File: src/rtl/mxint8_pkg.sv
// Shared definitions for the MXINT8 quantizer datapath.
// Holds the FP32 field layout, E8M0 constants, the default block size and the
// block-scale FSM state type, plus a helper that extracts the biased exponent.
package mxint8_pkg;

  localparam int FP32_SIGN_BIT = 31;
  localparam int FP32_EXP_MSB  = 30;
  localparam int FP32_EXP_LSB  = 23;
  localparam int FP32_MAN_W    = 23;

  localparam logic [7:0] E8M0_NAN  = 8'hFF;
  localparam int         E8M0_BIAS = 127;

  localparam int DEFAULT_BLOCK_SIZE = 32;

  typedef enum logic {
    FILL  = 1'b0,
    DRAIN = 1'b1
  } t_bs_state;

  function automatic logic [7:0] fp32_exp(input logic [31:0] x);
    return x[FP32_EXP_MSB:FP32_EXP_LSB];
  endfunction

endpackage

File: src/rtl/mxint8_max_exp.sv
// Running maximum of biased exponents with sticky NaN/Inf detection.
// Latency: next-values are combinational (include the current element); state updates on the edge.
// Backpressure: none; the caller qualifies every update with upd.
// Ports: upd  - element accepted this cycle; first - element opens a new block (loads, not compares);
//        clr  - block finished, return to empty; exp_in - biased exponent of the element;
//        max_next / nan_next - running max and NaN flag including the current element.
module mxint8_max_exp
  import mxint8_pkg::*;
(
  input  logic       clk,
  input  logic       rst_n,
  input  logic       upd,
  input  logic       first,
  input  logic       clr,
  input  logic [7:0] exp_in,
  output logic [7:0] max_next,
  output logic       nan_next
);

  logic [7:0] max_exp;
  logic       nan_sticky;

  always_comb begin
    max_next = max_exp;
    nan_next = nan_sticky;
    if (upd) begin
      if (first || (exp_in > max_exp)) begin
        max_next = exp_in;
      end
      if (exp_in == E8M0_NAN) begin
        nan_next = 1'b1;
      end
    end
  end

  always_ff @(posedge clk or negedge rst_n) begin
    if (!rst_n) begin
      max_exp    <= 8'h00;
      nan_sticky <= 1'b0;
    end else if (clr) begin
      max_exp    <= 8'h00;
      nan_sticky <= 1'b0;
    end else if (upd) begin
      max_exp    <= max_next;
      nan_sticky <= nan_next;
    end
  end

endmodule

File: src/rtl/mxint8_bd_block_scale.sv
// Collects up to BLOCK_SIZE FP32 scalars into one MX block, computes the shared E8M0 scale
// (max biased exponent, 0xFF if any NaN/Inf) and replays the block in order tagged with that scale.
// Latency: out_valid rises the cycle after the closing element; fill and drain never overlap.
// Backpressure: in_ready is low for the whole drain; out_* hold stable while out_ready is low.
// Ports: in_data/in_valid/in_ready/in_last - FP32 input stream, in_last closes a short block;
//        out_data/out_scale/out_nan/out_valid/out_ready/out_last - replayed block; busy - draining.
module mxint8_bd_block_scale
  import mxint8_pkg::*;
#(
  parameter int BLOCK_SIZE = DEFAULT_BLOCK_SIZE
) (
  input  logic        clk,
  input  logic        rst_n,
  input  logic [31:0] in_data,
  input  logic        in_valid,
  output logic        in_ready,
  input  logic        in_last,
  output logic [31:0] out_data,
  output logic [7:0]  out_scale,
  output logic        out_nan,
  output logic        out_valid,
  input  logic        out_ready,
  output logic        out_last,
  output logic        busy
);

  localparam int CNT_W = $clog2(BLOCK_SIZE);

  t_bs_state state, state_next;

  logic [CNT_W-1:0] wr_cnt;
  logic [CNT_W-1:0] rd_cnt;
  // One bit wider than the index: a full block holds BLOCK_SIZE elements.
  logic [CNT_W:0]   blk_cnt;
  logic [31:0]      buf_mem [BLOCK_SIZE];

  logic       accept;
  logic       close;
  logic       out_xfer;
  logic       drain_done;
  logic       rd_last;
  logic [7:0] max_next;
  logic       nan_next;

  assign accept     = in_valid && in_ready;
  assign close      = accept && (in_last || (wr_cnt == CNT_W'(BLOCK_SIZE - 1)));
  assign rd_last    = ({1'b0, rd_cnt} == (blk_cnt - (CNT_W + 1)'(1)));
  assign out_xfer   = out_valid && out_ready;
  assign drain_done = out_xfer && rd_last;

  mxint8_max_exp u_max_exp (
    .clk      (clk),
    .rst_n    (rst_n),
    .upd      (accept),
    .first    (wr_cnt == '0),
    .clr      (drain_done),
    .exp_in   (fp32_exp(in_data)),
    .max_next (max_next),
    .nan_next (nan_next)
  );

  // State register
  always_ff @(posedge clk or negedge rst_n) begin
    if (!rst_n) begin
      state <= FILL;
    end else begin
      state <= state_next;
    end
  end

  // Next-state logic
  always_comb begin
    state_next = state;
    case (state)
      FILL:    if (close)      state_next = DRAIN;
      DRAIN:   if (drain_done) state_next = FILL;
      default: state_next = FILL;
    endcase
  end

  // State-derived outputs; in_ready also drops combinationally while reset is held.
  always_comb begin
    in_ready  = 1'b0;
    out_valid = 1'b0;
    busy      = 1'b0;
    case (state)
      FILL:  in_ready = rst_n;
      DRAIN: begin
        out_valid = 1'b1;
        busy      = 1'b1;
      end
      default: ;
    endcase
  end

  // Counters and per-block tag registers. wr_cnt holds on the closing element so it never wraps.
  always_ff @(posedge clk or negedge rst_n) begin
    if (!rst_n) begin
      wr_cnt    <= '0;
      rd_cnt    <= '0;
      blk_cnt   <= '0;
      out_scale <= 8'h00;
      out_nan   <= 1'b0;
    end else begin
      if (close) begin
        blk_cnt   <= {1'b0, wr_cnt} + (CNT_W + 1)'(1);
        out_scale <= nan_next ? E8M0_NAN : max_next;
        out_nan   <= nan_next;
      end else if (accept) begin
        wr_cnt <= wr_cnt + CNT_W'(1);
      end
      if (drain_done) begin
        wr_cnt <= '0;
        rd_cnt <= '0;
      end else if (out_xfer) begin
        rd_cnt <= rd_cnt + CNT_W'(1);
      end
    end
  end

  // Element storage; contents are don't-care outside a valid block, so no reset.
  always_ff @(posedge clk) begin
    if (accept) begin
      buf_mem[wr_cnt] <= in_data;
    end
  end

  assign out_data = out_valid ? buf_mem[rd_cnt] : 32'h0;
  assign out_last = out_valid && rd_last;

endmodule
File: config.mk
export PLATFORM = sky130hd
export DESIGN_NAME = mxint8_bd_block_scale
export DESIGN_NICKNAME = d
export VERILOG_FILES = /design/src/rtl/mxint8_pkg.sv /design/src/rtl/mxint8_max_exp.sv /design/src/rtl/mxint8_bd_block_scale.sv
export SDC_FILE = /design/constraint.sdc
export NUM_CORES = 1
export LEC_CHECK = 0
export BUFFER_PORTS_ARGS = -buffer_cell sky130_fd_sc_hd__buf_2
export CORE_ASPECT_RATIO = 0.9
export CORE_MARGIN = 2
export CORE_UTILIZATION = 45
export CTS_BUF_LIST = sky130_fd_sc_hd__clkbuf_8 sky130_fd_sc_hd__clkbuf_16
export CTS_CLUSTER_SIZE = 10
export DETAILED_ROUTE_END_ITERATION = 10
export MAX_ROUTING_LAYER = met4
export PLACE_DENSITY = 0.58
export SLEW_MARGIN = 40
export SYNTH_ARGS = -nofsm -noshare
export SYNTH_HDL_FRONTEND = slang
export SYNTH_SLANG_ARGS = --single-unit
File: constraint.sdc
create_clock -name clk -period 6.9 [get_ports clk]
set_clock_uncertainty 0.2 [all_clocks]
set_input_delay 1.035 -clock clk [delete_from_list [all_inputs] [get_ports clk]]
set_output_delay 1.035 -clock clk [all_outputs]
set_load 0.005 [all_outputs]
After elaboration in Yosys (flattened, before gate mapping)
Memory sizes are Yosys's and may differ from the RTL's.
Cells that the tools add are included.
{ "totals": {"ff_bits": 35, "in_bits": 37, "word_cells": 52, "mem_count": 1, "ram_bits": 1024, "output_inout_bits": 45} }
{ "mem_list": {"columns": ["memory", "depth", "width", "rd", "rd_clocked_by_memory_dff", "write_ports", "line", "source"], "rows": [
  ["buf_mem", 32, 32, 1, 0, 1, "mxint8_bd_block_scale.sv:35", "logic [31:0] buf_mem [BLOCK_SIZE];"]
]} }
{ "classes": {"mux": 22, "n_lt_le_gt_ge": 1, "add_sub_neg": 4, "n_bitwise": 1, "n_reduce_logical": 11, "n_eq_ne": 4} }
{ "ops": {"columns": ["cell", "count"], "rows": [
  ["2-to-1 mux 8 bit", 5],
  ["2-to-1 mux 32 bit", 1],
  ["2-to-1 mux 5 bit", 5],
  ["adder 5 x 1 -> 5 bit, second input constant", 2],
  ["2-to-1 mux 1 bit", 10],
  ["equality test 8 bit, second input constant", 1],
  ["> comparator 8 bit", 1],
  ["adder 5 x 1 -> 6 bit, second input constant", 1],
  ["equality test 5 x 6 -> 1 bit", 1],
  ["subtractor 6 x 1 -> 6 bit, second input constant", 1],
  ["equality test 5 bit, second input constant", 1],
  ["logical AND 1 bit", 5],
  ["zero test 5 bit", 1],
  ["nonzero test 2 bit", 2],
  ["logical OR 1 bit", 2],
  ["inequality test 2 x 1 -> 1 bit, second input constant", 1],
  ["case mux 1 bit (2 select lines)", 1],
  ["AND reduction 2 bit", 1],
  ["inverter 1 bit", 1]
]} }

Logic depth before layout (Yosys ltp)
Gate-level depths: netlist of the first run.
{ "logic_depth": {"word_depth": 6, "ltp_mapped": 8, "mapped_depth_nobuf": 8} }

Modules after synthesis
From an unflattened synthesis of the first run, not the netlist that was laid out.
{ "hier_totals": {"cells_unflattened": 2008, "area_unflattened_um2": 41208.3} }
{ "by_module_without_submodules": {"columns": ["mod", "cells_each", "area_each_um2", "seq_area_each_um2", "instances"], "rows": [
  ["mxint8_bd_block_scale", 1932, 40435.0, 31400.1, 1],
  ["mxint8_max_exp", 76, 773.2, 225.2, 1]
]} }

Least setup slack after synthesis of the first run
Ideal clock, no wire load.
{ "synth_timing": {"path_type": "input port to flip-flop", "start": "input rst_n", "end": "memory buf_mem[30][0] (enable)", "n_path_buf": 1, "stages": 5, "required_time_ns": 6.279, "slack_ns": 3.133, "t_arrival_ns": 3.146, "setup_ns": 0.421, "path_cell_list": "nor2b_1 > and2_1 > clkbuf_1 > nand2_1 > nor2_1"} }
{ "synth_between": {"elab_chain_len": 4} }
{ "synth_rtl": {"columns": ["item", "line", "source"], "rows": [
  ["start: declaration", "mxint8_bd_block_scale.sv:13", "input logic rst_n,"],
  ["2-to-1 mux 1 bit", "mxint8_bd_block_scale.sv:86", "case (state)"],
  ["logical AND 1 bit", "mxint8_bd_block_scale.sv:45", "assign accept = in_valid && in_ready;"],
  ["2-to-1 mux 1 bit", "mxint8_bd_block_scale.sv:123", "if (accept) begin"],
  ["2-to-1 mux 1 bit (implied by the code)", "mxint8_bd_block_scale.sv:124", "buf_mem[wr_cnt] <= in_data;"],
  ["end: declaration", "mxint8_bd_block_scale.sv:35", null]
]} }
Every way passes these cells.

Worst setup path after layout of the first run
{ "layout_timing": {"start": "register rd_cnt[1]", "end": "output out_data[7]"} }
{ "layout_between": {"elab_chain_len": 2} }
{ "layout_rtl": {"columns": ["item", "line", "source"], "rows": [
  ["start: declaration", "mxint8_bd_block_scale.sv:32", "logic [CNT_W-1:0] rd_cnt;"],
  ["start signal: assignment", "mxint8_bd_block_scale.sv:116", "rd_cnt <= rd_cnt + CNT_W'(1);"],
  ["memory read (32 x 32 bit)", null, null],
  ["2-to-1 mux 32 bit", "mxint8_bd_block_scale.sv:128", "assign out_data = out_valid ? buf_mem[rd_cnt] : 32'h0;"],
  ["end: declaration", "mxint8_bd_block_scale.sv:18", "output logic [31:0] out_data,"]
]} }
Every way passes these cells.

==> summary.md, run 1 <==
The run finished with clean final reports. The final layout contains 2069 nets. The port buffer count is 81, and the register clock-pin slew on the reported worst setup and hold paths is 0.06 ns.

TritonCTS built the clock tree. The I/O pin count was 82; the length of the first detailed-routing pass in iterations was 5. The tools report the count of synthesis-stage warnings from yosys as 0. The min-delay analysis places its worst path in the category in -> async. Of the post-synthesis cell area, the part taken by muxes is 17.3%. In this run, post-CTS repair resized a total of 0 instances. The run gives 31.0% as the power share of the clock group. Global routing consumed, over all layers together, 20.8% of the routing resources. Share of synthesized cell area in and, or, nand and nor gates: 1.45%. Count of pins over their slew limit: 0.

In this run switching power makes up 28.2% of total power. The largest buffer count on any clock path is 3, and the detailed placement HPWL is 52.6 mm. The starting density of the core came out at 45.4%. The clock period could shrink to 5.06 ns.

Number of antenna violations at the first check in global routing: 7. The largest family of logic cells by synthesized area was multiplexers. The synthesized design devotes to its leading area cell type 74.4% of total area. The worst hold slack was 0.119 ns.

STA classifies the critical path startpoint as a flip-flop. The worst-margin pin slew is 0.872 ns, and the final routed wire length divided by cell count is 28.4 um. After detailed routing, the total wire length is 93.1 mm.

In this run the horizontal extent of the chip is 323 um. For the via total after detailed routing, the log shows 19.1k. The xor and xnor fraction of the mapped netlist area was 0.251%; the peak fanout along the critical path was 50. After synthesis, the cell types taking the most area are sky130_fd_sc_hd__edfxtp_1, sky130_fd_sc_hd__mux4_2, sky130_fd_sc_hd__mux2i_1. For the remaining antenna violation count after routing, the log shows 0. After routing, the total negative slack on setup checks comes to 0 ns. The number of antenna repair diodes is 0, and the clock insertion delay at the later pin of the skew report is 0.67 ns. For the via count of the first global-routing pass, the log shows 20.2k.

The biggest area contributor in the post-synthesis netlist is sky130_fd_sc_hd__edfxtp_1. The tools report the number of unique standard cell types used by synthesis as 49. Synthesis handed over a netlist of 1852 instances.

The synthesized netlist devotes 2.34% of its cell area to compound gates. Clock tree synthesis selected as its root buffer the cell sky130_fd_sc_hd__clkbuf_16. The number of synthesized flops with an enable pin was 1024; the post-synthesis net count was 1904. Counting flops with an async set or reset pin after synthesis yields a share of 3.31%. The adder-cell share of the synthesized area was 0.454%.

The endpoint arrival time on the critical path was 3.82 ns. Summed over all nets, the switching power comes to 4.85 mW. Leaving out filler cells and counting taps, the final layout contains 3273. The area growth from synthesis to layout was 13.1%; the post-synthesis sequential area ratio was 76.5%. The floorplan step defined a die boundary enclosing 0.0943 mm^2. The run gives 102 as the pin count of the biggest net entering global routing. Setup repair after global routing left no endpoint under its margin.

The logs give 0 for the final count of negative-setup-slack endpoints and 0.776 for the final estimated routing congestion in global placement. For this run, the top clock speed supported by timing is 198 MHz. The utilization of the core after routing is 51.3%.

The logs give 0.0910 mm^2 for the core area and 41.8% for the max-slew headroom at the worst pin. In the routed layout, each cell is associated on average with a via count of 5.82. In this run the core area contains 105 standard-cell rows. The category of the most critical setup path was reg -> out. The part of the total power dissipated in sequential elements is 43.3%, and the post-synthesis average cell area is 22.3 um^2. Counting the fill cells in the layout gives 7096.

The number of buffers inserted during clock tree synthesis was 117. Die extent in y: 291 um. The run gives 3 as the CTS H-tree depth.

The worst setup path is captured at a primary output. The internal power contribution was 12.4 mW; the share of layout cells above drive strength 1 was 30.0%. The number of DRC markers after the initial detailed-route iteration is 1680.

The first global-routing pass estimated 137 mm of wire. The total overflow reported by the global router was 0. The final critical path takes up 73.3% of the cycle. The most common flop cell mapped by yosys was sky130_fd_sc_hd__edfxtp_1.

The post-CTS setup repair buffer count was 0; the worst ir drop on vdd was 334 uV. In this run the static leakage power is 15.3 nW. For the final-report hold violation count, the log shows 0. CTS saw 1059 sinks. In this run, placement finished with an instance count of 3128. The tools report the required time reported for the critical path endpoint as 5.66 ns. Power spread over the standard cell area amounts to 368 mW/mm^2. In the routed design, unresolved DRC markers number 0. The number of buffers added to fix hold violations after cts is 0.

The tool flagged a number of max-cap violations equal to 0. In this run, synthesis produced a sequential element count of 1059. The synthesized netlist occupies a cell area of 0.0413 mm^2. Combinational logic burns 25.7% of the power.
## cells in the mapped netlist, drive strengths merged (3+ instances only)
master,number
nand3,9
a21oi,16
nor2,62
clkbuf,30
nor4,3
inv,13
a22o,9
nor2b,4
xnor2,3
mux4,256
ha,15
o21ai,38
xor2,8
edfxtp,1024
nand2,17
nand3b,5
dfrtp,35
mux2i,101
nand4,4
mux2,34
nor3,9
a22oi,32
a211oi,36
buf,69
## power groups by stage
stage / clock network, mW / registers [mW] / logic (mW)
6_report: 5.33 / 7.45 / 4.42
5_1_grt: 5.71 / 7.47 / 4.75
2_1_floorplan: 0 / 7.37 / 3.26
3_5_place_dp: 0 / 7.58 / 4.53
3_3_place_gp: 0 / 7.58 / 4.49
4_1_cts: 5.45 / 7.46 / 4.54
## path summary, 6_finish.rpt
kind / start / endpoint / slack, ns / cells past startpoint
min reg2reg: out_nan / out_nan / 0.31 / 2
min in group clk: out_nan / out_nan / 0.31 / 2
max: rd_cnt[1] / out_data[7] / 1.84 / 8
max in group asynchronous: rst_n / rd_cnt[3] / 6.01 / 1
max reg2reg: rd_cnt[3] / u_max_exp.max_exp[2] / 3.61 / 7
min: rst_n / out_scale[3] / 0.12 / 1
## metrics by stage
stage	setup slack (ns)	power, mW	cell area, um^2
after floorplan	3.13	10.6	41300
after global placement	2.44	12.1	43500
after detailed placement	2.41	12.1	43600
after CTS	1.72	17.5	46700
after global routing	1.58	17.9	46700
final	1.84	17.2	46700
## worst max-delay path, cell delays in order (launching register included)
cell and delay (ns):
sky130_fd_sc_hd__dfrtp_4 0.94, sky130_fd_sc_hd__buf_12 0.33, sky130_fd_sc_hd__buf_12 0.28, sky130_fd_sc_hd__mux4_2 0.26, sky130_fd_sc_hd__mux2i_1 0.08, sky130_fd_sc_hd__a22oi_1 0.37, sky130_fd_sc_hd__o21ai_0 0.19, sky130_fd_sc_hd__a211oi_1 0.40
sky130_fd_sc_hd__buf_2 0.19
## cells by family (layout without fill, tap and decap cells)
group | Yosys count | count (layout)
DFF | 1059 | 1059
muxes | 391 | 391
AOI/OAI and AO/OA | 140 | 140
and+or+nand+nor | 123 | 123
buffers and inverters | 113 | 304
adders and majority gates | 15 | 15
xor gates and xnor gates | 11 | 11
## cell usage in the layout (no fill, tap or decap), types with 2 or more instances in the layout
cell                           n
sky130_fd_sc_hd__dfrtp_1      32
sky130_fd_sc_hd__clkbuf_16   119
sky130_fd_sc_hd__buf_12        9
sky130_fd_sc_hd__nor2_4       35
sky130_fd_sc_hd__a211oi_1     35
sky130_fd_sc_hd__o21ai_0      38
sky130_fd_sc_hd__nand2_1      17
sky130_fd_sc_hd__xor2_1        7
sky130_fd_sc_hd__nor2_1       26
sky130_fd_sc_hd__buf_2        80
sky130_fd_sc_hd__buf_16        2
sky130_fd_sc_hd__inv_1        29
sky130_fd_sc_hd__xnor2_1       3
sky130_fd_sc_hd__o31ai_1       2
sky130_fd_sc_hd__buf_4        50
sky130_fd_sc_hd__mux2i_1     101
sky130_fd_sc_hd__nand3b_1      5
sky130_fd_sc_hd__nand4_1       4
sky130_fd_sc_hd__ha_1         15
sky130_fd_sc_hd__a22oi_1      32
sky130_fd_sc_hd__buf_8         4
sky130_fd_sc_hd__nor2b_1       3
sky130_fd_sc_hd__a22o_1        9
sky130_fd_sc_hd__inv_16        4
sky130_fd_sc_hd__mux2_2       34
sky130_fd_sc_hd__edfxtp_1   1024
sky130_fd_sc_hd__clkinv_1      4
sky130_fd_sc_hd__nor3_1        9
sky130_fd_sc_hd__nand3_1       9
sky130_fd_sc_hd__mux4_2      256
sky130_fd_sc_hd__dfrtp_4       3
sky130_fd_sc_hd__or3b_2        2
sky130_fd_sc_hd__a21oi_1      15
## per-layer routing
layer,vias to the layer above,GRT usage [%],wire length (um)
met2,521,33.0,46200
met5,-,-,0
met1,10300,28.2,40100
met4,0,6.33,2790
met3,149,2.88,4020
li1,8087,-,-
## layout make-up
type	instances	area, um^2	area share [%]
inverter	14	52.6	0.112
timing repair buffer	145	1070	2.29
multi-input combinational	680	9280	19.9
tap	1230	1540	3.29
clock buffer	120	2990	6.40
sequential	1059	31600	67.7
clock inverter	25	166	0.356
## registers in the layout (all words and copies together) (netlist names), 5 cells and up
signal,count
buf_mem,1024
u_max_exp.max_exp,8
rd_cnt,5
wr_cnt,5
blk_cnt,6
out_scale,8
(Power assumes the default switching activity.)
==> run 2, diff against run 1 <==
ABC_AREA = 1   (was not set)
clock period = 4.92 ns   (was 6.9 ns; I/O delays follow)
==> run 2 against run 1 <==
Net effect: first-iteration DRC count rose by 89%; clock power up 41%; via count increased by 45%; register-to-register slack got worse by 2.2 ns; core utilization shrank 0.45 points; power grew 55%; highest routed layer unchanged.
==> summary.md, run 2 <==
The run finished with clean final reports. The area share of the leading cell type in the synthesized netlist is 72.2%, and the starting density of the core is 45.2%. Cell taking the most area after synthesis: sky130_fd_sc_hd__edfxtp_1.

Walking the worst path, the cells encountered are inv_8 -> buf_12 -> nor2_1 -> o211ai_1 -> nand3_1 -> nand2_1 -> nand2_1 -> nor2_1 -> buf_2. The library cells used most frequently in the layout, excluding fill and tap cells, are sky130_fd_sc_hd__edfxtp_1, sky130_fd_sc_hd__nor2_1, sky130_fd_sc_hd__o21ai_0. The power share of the clock group was 28.1%.

Along the worst path, the maximum fanout reaches 114. Detailed placement finished with a half-perimeter wire length of 63.3 mm. The via count of the first global-routing pass is 25.9k, and the maximum clock frequency is 220 MHz. The Yosys step of the flow raised 0 warnings.

The power per cell area is 558 mW/mm^2. The category of the most critical setup path was reg -> out. Max-cap violations in this run came to 0.

The remaining design rule violation count is 0. The first global-routing pass estimated 177 mm of wire. In this run the register-to-register setup slack is 1.41 ns. Counting flops and latches in the post-synthesis netlist gives 1059. For the pin with the worst max-slew slack, the measured transition is 0.859 ns. The worst setup path is captured at a primary output. Of the total power, the share spent switching nets is 36.8%.

The x dimension of the die came out at 328 um. Pin placement for this block handled 82 I/O pins. After synthesis, the cell types taking the most area are sky130_fd_sc_hd__edfxtp_1, sky130_fd_sc_hd__nor2_1, sky130_fd_sc_hd__o21ai_0. Setup repair after global routing left no endpoint under its margin.

The minimum setup slack in the final design is 0.376 ns. For the worst flop-to-flop path, the logic depth is 6. The final estimated routing congestion in global placement was 0.786; the total routed wirelength was 122 mm. Subtracting the final worst setup slack from the clock period gives 4.54 ns. In the final routed layout, each cell accounts on average for 25.4 um. For this design the total switching power over the nets is 9.83 mW. Summed over all cells, the static leakage comes to 16.3 nW. Among all flip-flop cells after synthesis, the most frequent one is sky130_fd_sc_hd__edfxtp_1.

The clock tree synthesis step divided the H-tree into 3 levels. Combinational logic burns 33.1% of the power. Number of antenna violations at the first check in global routing: 14.

In the post-synthesis netlist, the cell with the most instances is sky130_fd_sc_hd__edfxtp_1. Summing every instance area after synthesis gives 0.0426 mm^2. The largest registers in the layout are buf_mem: 1024 flops, out_scale: 8 flops, u_max_exp.max_exp: 8 flops. The logs give 26.7 mW for the total power consumption of the routed design and 0 for the number of instances resized during post-cts repair. Synthesis produced a netlist with a net count of 3513. The final critical-path share of the clock period works out to 92.4%. buf_mem holds more flip-flops than any other register.

The final count of negative-setup-slack endpoints came out at 0. Critical path startpoint category: a flip-flop. The register clock-pin slew on the reported worst setup and hold paths was 0.06 ns.

In this run the tightest slew margin relative to its limit is 42.6%. The largest single stage delay on the critical path is 0.55 ns. The post-synthesis average cell area is 12.3 um^2, and the endpoint arrival time on the critical path is 3.61 ns. The part of the total power dissipated in sequential elements came out at 38.7%. The logs give 16.9 mW for the internal power contribution and 0 for the total overflow reported by the global router. Global routing used 25.8% of the available tracks across all layers. The pin count of the biggest net entering global routing is 167, and the number of synthesized flops with an enable pin is 1024.

The net count of the finished layout is 3573. Clock tree synthesis found a total of 1059 sinks. Buffers added to address setup during post-CTS repair amount to 0.

The count of filler cells inserted in the layout was 8068; the largest buffer count on any clock path was 3. From synthesis to final layout, the design area changed by 12.6%. Once detail routing completed, the nets flagged for antenna violations numbered 0. Commonest non-fill, non-tap cell in the layout: sky130_fd_sc_hd__edfxtp_1. The run gives 0.999 ns as the post-placement setup slack.

The later pin in the worst-skew pair is clocked with a latency of 0.69 ns. Row count: 107. TritonCTS created 116 clock buffers. The via total after detailed routing is 27.7k.

For the core area, the log shows 0.0943 mm^2. Clock root buffer master: sky130_fd_sc_hd__clkbuf_16. The count of buffers added on input and output ports is 81. For the worst ir drop on vdd, the log shows 423 uV. The run gives 3461 as the synthesized instance count.

The tightest min-delay check is of the in -> reg type. For the die area, the log shows 0.0972 mm^2. Sorting the synthesized cells by how often they occur yields sky130_fd_sc_hd__edfxtp_1, sky130_fd_sc_hd__nor2_1, sky130_fd_sc_hd__o21ai_0, sky130_fd_sc_hd__nand2_1, sky130_fd_sc_hd__nand3_1.

The worst hold path was traced through 4 stages. Using the TritonRoute via totals, the vias-per-cell ratio works out to 5.76. At the worst endpoint, the required time is 3.98 ns.

The post-synthesis sequential area ratio is 74.2%. TritonCTS built the clock tree. The die extent in y is 296 um.

Counting flops with an async set or reset pin after synthesis yields a share of 3.31%. The worst hold slack is 0.229 ns. Among all stages on the critical path, the largest delay is contributed by sky130_fd_sc_hd__dfrtp_4. The number of DRC markers after the initial detailed-route iteration was 3175; the final-report hold violation count was 0. The register with the most flip-flops in the layout has 1024 of them. In the final timing run, aggregate negative setup slack is 0 ns. In the final layout, the share of cells above drive strength 1 is 9.54%. The length of the first detailed-routing pass in iterations is 5.

For the count of pins over their slew limit, the log shows 0. In this run, distinct cell masters in the synthesized netlist total 34.
==> run 2: cell types whose count changed after synthesis, sizes merged, moves of 129 or more <==
| cell | previous run | this run |
|---|---|---|
| mux4 | 256 | 0 |
| nand2 | 17 | 383 |
| nand3 | 9 | 152 |
| nor2 | 62 | 751 |
| o21ai | 38 | 508 |
| o22ai | 1 | 130 |
==> run 2: repair_timing <==
| item | in CTS | in global routing |
|---|---|---|
| hold buffers | 1 | 0 |
| setup endpoints to repair | 0 | 0 |
| hold endpoints to repair | 35 | 0 |
==> run 2: power groups by stage <==
stage	clock (mW)	sequential, mW	combinational (mW)
after global placement	0	10.5	8.79
after detailed placement	0	10.5	8.82
after global routing	7.94	10.4	9.79
after floorplan	0	10.4	5.71
final	7.53	10.4	8.86
after CTS	7.59	10.4	8.84
==> run 2: cell families after synthesis <==
| family | synth area share [%] |
|---|---|
| AO/OA/AOI/OAI | 9.71 |
| XOR/XNOR | 0.300 |
| adder cells (fa/ha/maj) | 0.440 |
| buffers and inverters | 3.17 |
| flip-flops | 74.2 |
| AND/OR/NAND/NOR | 12.2 |
==> run 2: worst max-delay path: cells and delay by family (launching register included) <==
kind / cells / cell delay, ns
DFF: 1 / 0.55
AOI/OAI and AO/OA: 1 / 0.21
and+or+nand+nor: 5 / 0.94
buffers and inverters: 3 / 1.16
==> run 2: stage by stage <==
stage / utilization [%] / cells / instance area (um^2)
floorplan: - / 3461 / 42600
global route: 50.9 / 4811 / 48000
CTS: 50.9 / 4806 / 48000
finish: 50.9 / 4811 / 48000
detailed placement: 47.6 / 4655 / 44800
global placement: 47.6 / 4655 / 44800
==> run 2: layout make-up <==
class | count | area (um^2) | area share (%)
multi-input combinational | 2092 | 9870 | 20.6
sequential | 1059 | 31600 | 66.0
tap | 1253 | 1570 | 3.27
timing repair buffer | 160 | 1390 | 2.90
inverter | 92 | 363 | 0.757
antenna | 5 | 12.5 | 0.0261
clock buffer | 117 | 2920 | 6.08
clock inverter | 33 | 201 | 0.420
==> run 2: routing by layer <==
layer  GRT usage (%)  vias up  share of wire [%]
met3            5.21      196                8.0
met4            6.80        0                2.2
met1            36.7    13900                 44
met5               -        -                  0
met2            38.1     1097                 46
li1                -    12500                  -
==> run 2: path summary, 6_finish.rpt <==
kind                             from               to
hold reg to reg            blk_cnt[5]       blk_cnt[5]
setup / recovery            rd_cnt[0]      out_data[2]
hold / removal              out_ready        rd_cnt[0]
max in group asynchronous       rst_n        rd_cnt[1]
setup reg to reg                state  buf_mem[27][13]
min in group asynchronous       rst_n     out_scale[7]
==> run 3, diff against run 2 <==
CORE_MARGIN = 3   (was 2)
PLACE_DENSITY = 0.61   (was 0.58)
clock period = 3.7 ns   (was 4.92 ns; I/O delays follow)
==> run 3 against run 2 <==
Net effect: final area increased by 2.1%; sequential cell count unchanged; global-route usage decreased by 0.82 points; non-clock buffer count increased by 67; count of clock-buffer cells in the layout unchanged; worst setup slack got worse by 0.31 ns; critical path depth increased by 2; cell count increased by 1.4%; sequential share of layout area decreased by 1.4 points; clock power increased by 32%; critical path type unchanged; critical endpoint is now out_data[15]; largest cell class unchanged; largest power group unchanged.
==> summary.md, run 3 (synthesized netlist as in run 2, its figures left out) <==
The critical path in this run is classified as reg -> out. The tools report the number of antenna violations at the first check in global routing as 7. For this design, the slowest cell found on the critical path is sky130_fd_sc_hd__dfrtp_4. Per-cell via count in the routed design: 5.77.

The via total after detailed routing was 28.1k; the total leakage power was 16.9 nW. The worst hold slack was 0.168 ns. The logs give 3632 for the number of DRC markers after the initial detailed-route iteration and 55.3 mm for the met2 wirelength from detailed routing.

The via count of the first global-routing pass was 26.3k. The tools report the pin count of the biggest net entering global routing as 109. IR analysis of the VDD net gives a maximum drop of 691 uV. From synthesis to final layout, the design area changed by 14.9%.

The largest registers in the layout are buf_mem: 1024 flops, out_scale: 8 flops, u_max_exp.max_exp: 8 flops. In this run the tightest slew margin relative to its limit is 47.2%. Setup violations remaining at the end of the flow were counted as 0. The worst setup path is launched from a flip-flop. The utilization of the core after routing is 52.5%. The total routed wirelength was 121 mm.

The clock tree synthesis step divided the H-tree into 3 levels. The run gives 0 as the remaining design rule violation count. The register with the most flip-flops in the layout has 1024 of them.

The critical path contains buffers and inverters numbering 5 combined. The final-report hold violation count is 0. The top cell types in the final layout, fill and taps aside, are sky130_fd_sc_hd__edfxtp_1, sky130_fd_sc_hd__nor2_1, sky130_fd_sc_hd__o21ai_0. For the number of buffers inserted during clock tree synthesis, the log shows 116.

The run gives 177 mm as the wire length of the first global-routing pass. The time the worst path needs with I/O delays and setup came out at 3.64 ns. The type of the most critical hold path is in -> reg. STA puts the critical path data required time at 2.94 ns.

Register ranked first by flip-flop count: buf_mem. The count of clock tree sinks came out at 1059. The maximum single-stage delay on the critical path is 0.55 ns, and the largest buffer count on any clock path is 3. In this run the tool buffered the top-level ports with 81 buffer cells. The detailed placement HPWL came out at 63.5 mm. After detailed routing, the wire length on met1 is 51.8 mm. The worst-margin pin slew works out to 0.792 ns. Highest signal layer in the routed design: met4.

The congestion estimate from routability-driven global placement came to 0.801. Based on the critical path, the design can be clocked at up to 275 MHz. The run gives 0 as the count of pins over their slew limit.

Traced cell by cell, the critical path runs through buf_12 -> clkinv_16 -> buf_16 -> buf_16 -> nor2_1 -> o22ai_1 -> a21oi_1 -> nand2_1 -> nand2_1 -> nor2_2 -> buf_2. The final routed wire length divided by cell count is 24.8 um. The floorplan step defined a die boundary enclosing 0.0984 mm^2. The register clock-pin slew on the reported worst setup and hold paths is 0.06 ns. Data arrives at the worst endpoint at 2.88 ns. Cells with a size suffix above 1 make up 12.0% of the layout. The die extent in y is 298 um, and the core area is 0.0934 mm^2. The peak fanout along the critical path was 32. For this configuration, the core starts out at a cell density of 45.6%.

STA classifies the critical path endpoint as a primary output. Setup repair after global routing could not meet its margin everywhere. Clock latency on the worst-skew pair, taken at its later pin, is 0.68 ns. For this design the ratio of total power to cell area is 749 mW/mm^2. The family with the most delay on the worst path is buffers and inverters.

The final critical-path share of the clock period works out to 98.3%. The count of nets left with antenna violations once routing finished came out at 0. The run gives 82 as the I/O pin count. The run finished with clean final reports. The floorplan has 106 rows. The tools report the final total negative setup slack as 0 ns. TritonCTS built the clock tree.

The aggregate global-route resource usage was 25.0%. The clock root buffer master was sky130_fd_sc_hd__clkbuf_16. At the end of the flow, the number of nets in the layout was 3641. The tool flagged a number of max-cap violations equal to 0.

In the detailed route, the total length drawn on met3 is 10.4 mm. The commonest non-fill, non-tap cell in the layout was sky130_fd_sc_hd__edfxtp_1. From left edge to right edge, the die measures 330 um. The total power consumption of the routed design was 36.7 mW. The tools report the length of the first detailed-routing pass in iterations as 5. Global routing finished with a remaining overflow of 0.
-- run 3: cell count changes in the layout (fill, tap and decap cells not counted), sizes merged --
cell | before | now
diode | 5 | 4
bufbuf | 0 | 2
buf | 159 | 220
clkinv | 6 | 9
inv | 119 | 126
clkbuf | 117 | 121
-- run 3: metrics by stage --
stage	setup slack [ns]	cells	cell area, um^2
2_1_floorplan	0.554	3461	42600
3_3_place_gp	0.527	4690	45200
3_5_place_dp	0.490	4690	45200
4_1_cts	0.00878	4860	48600
5_1_grt	-0.0628	4876	49000
6_report	0.0615	4876	49000
-- run 3: final timing paths --
check | from | endpoint | slack, ns | depth (start not counted)
min | in_data[31] | buf_mem[22][31] | 0.17 | 1
max reg2reg | state | u_max_exp.max_exp[0] | 0.97 | 5
max | rd_cnt[0] | out_data[15] | 0.06 | 11
min reg2reg | out_nan | out_nan | 0.32 | 2
min in group asynchronous | rst_n | out_scale[2] | 0.32 | 3
max in group asynchronous | rst_n | rd_cnt[0] | 2.57 | 3
-- run 3: timing repair --
item	4_1_cts	5_1_grt
hold endpoints to repair	35	0
pin swaps	0	3
hold buffers	1	0
endpoints found under the setup margin	31	33
buffers inserted	6	8
gates resized for setup	28	43
cloned	4	4
-- run 3: routing by layer --
metal,GRT usage (%),up-vias
li1,-,12600
met1,36.0,14000
met2,36.7,1263
met3,4.41,194
met4,7.13,0
met5,-,-
-- run 3: where the power goes --
| group | internal, mW | switching (mW) |
|---|---|---|
| Combinational | 4.37 | 8.70 |
| Clock | 5.57 | 4.38 |
| Sequential | 13.4 | 0.252 |
| Total | 23.4 | 13.3 |
-- run 3: layout make-up --
type	instances	area (um^2)
Tap cell	1242	1550
Timing Repair inverter	1	8.76
Multi-Input combinational cell	2092	10000
Fill cell	7877	44400
Inverter	92	389
Clock inverter	42	204
Sequential cell	1059	31600
Antenna cell	4	10.0
Clock buffer	117	2930
Timing Repair Buffer	227	2240
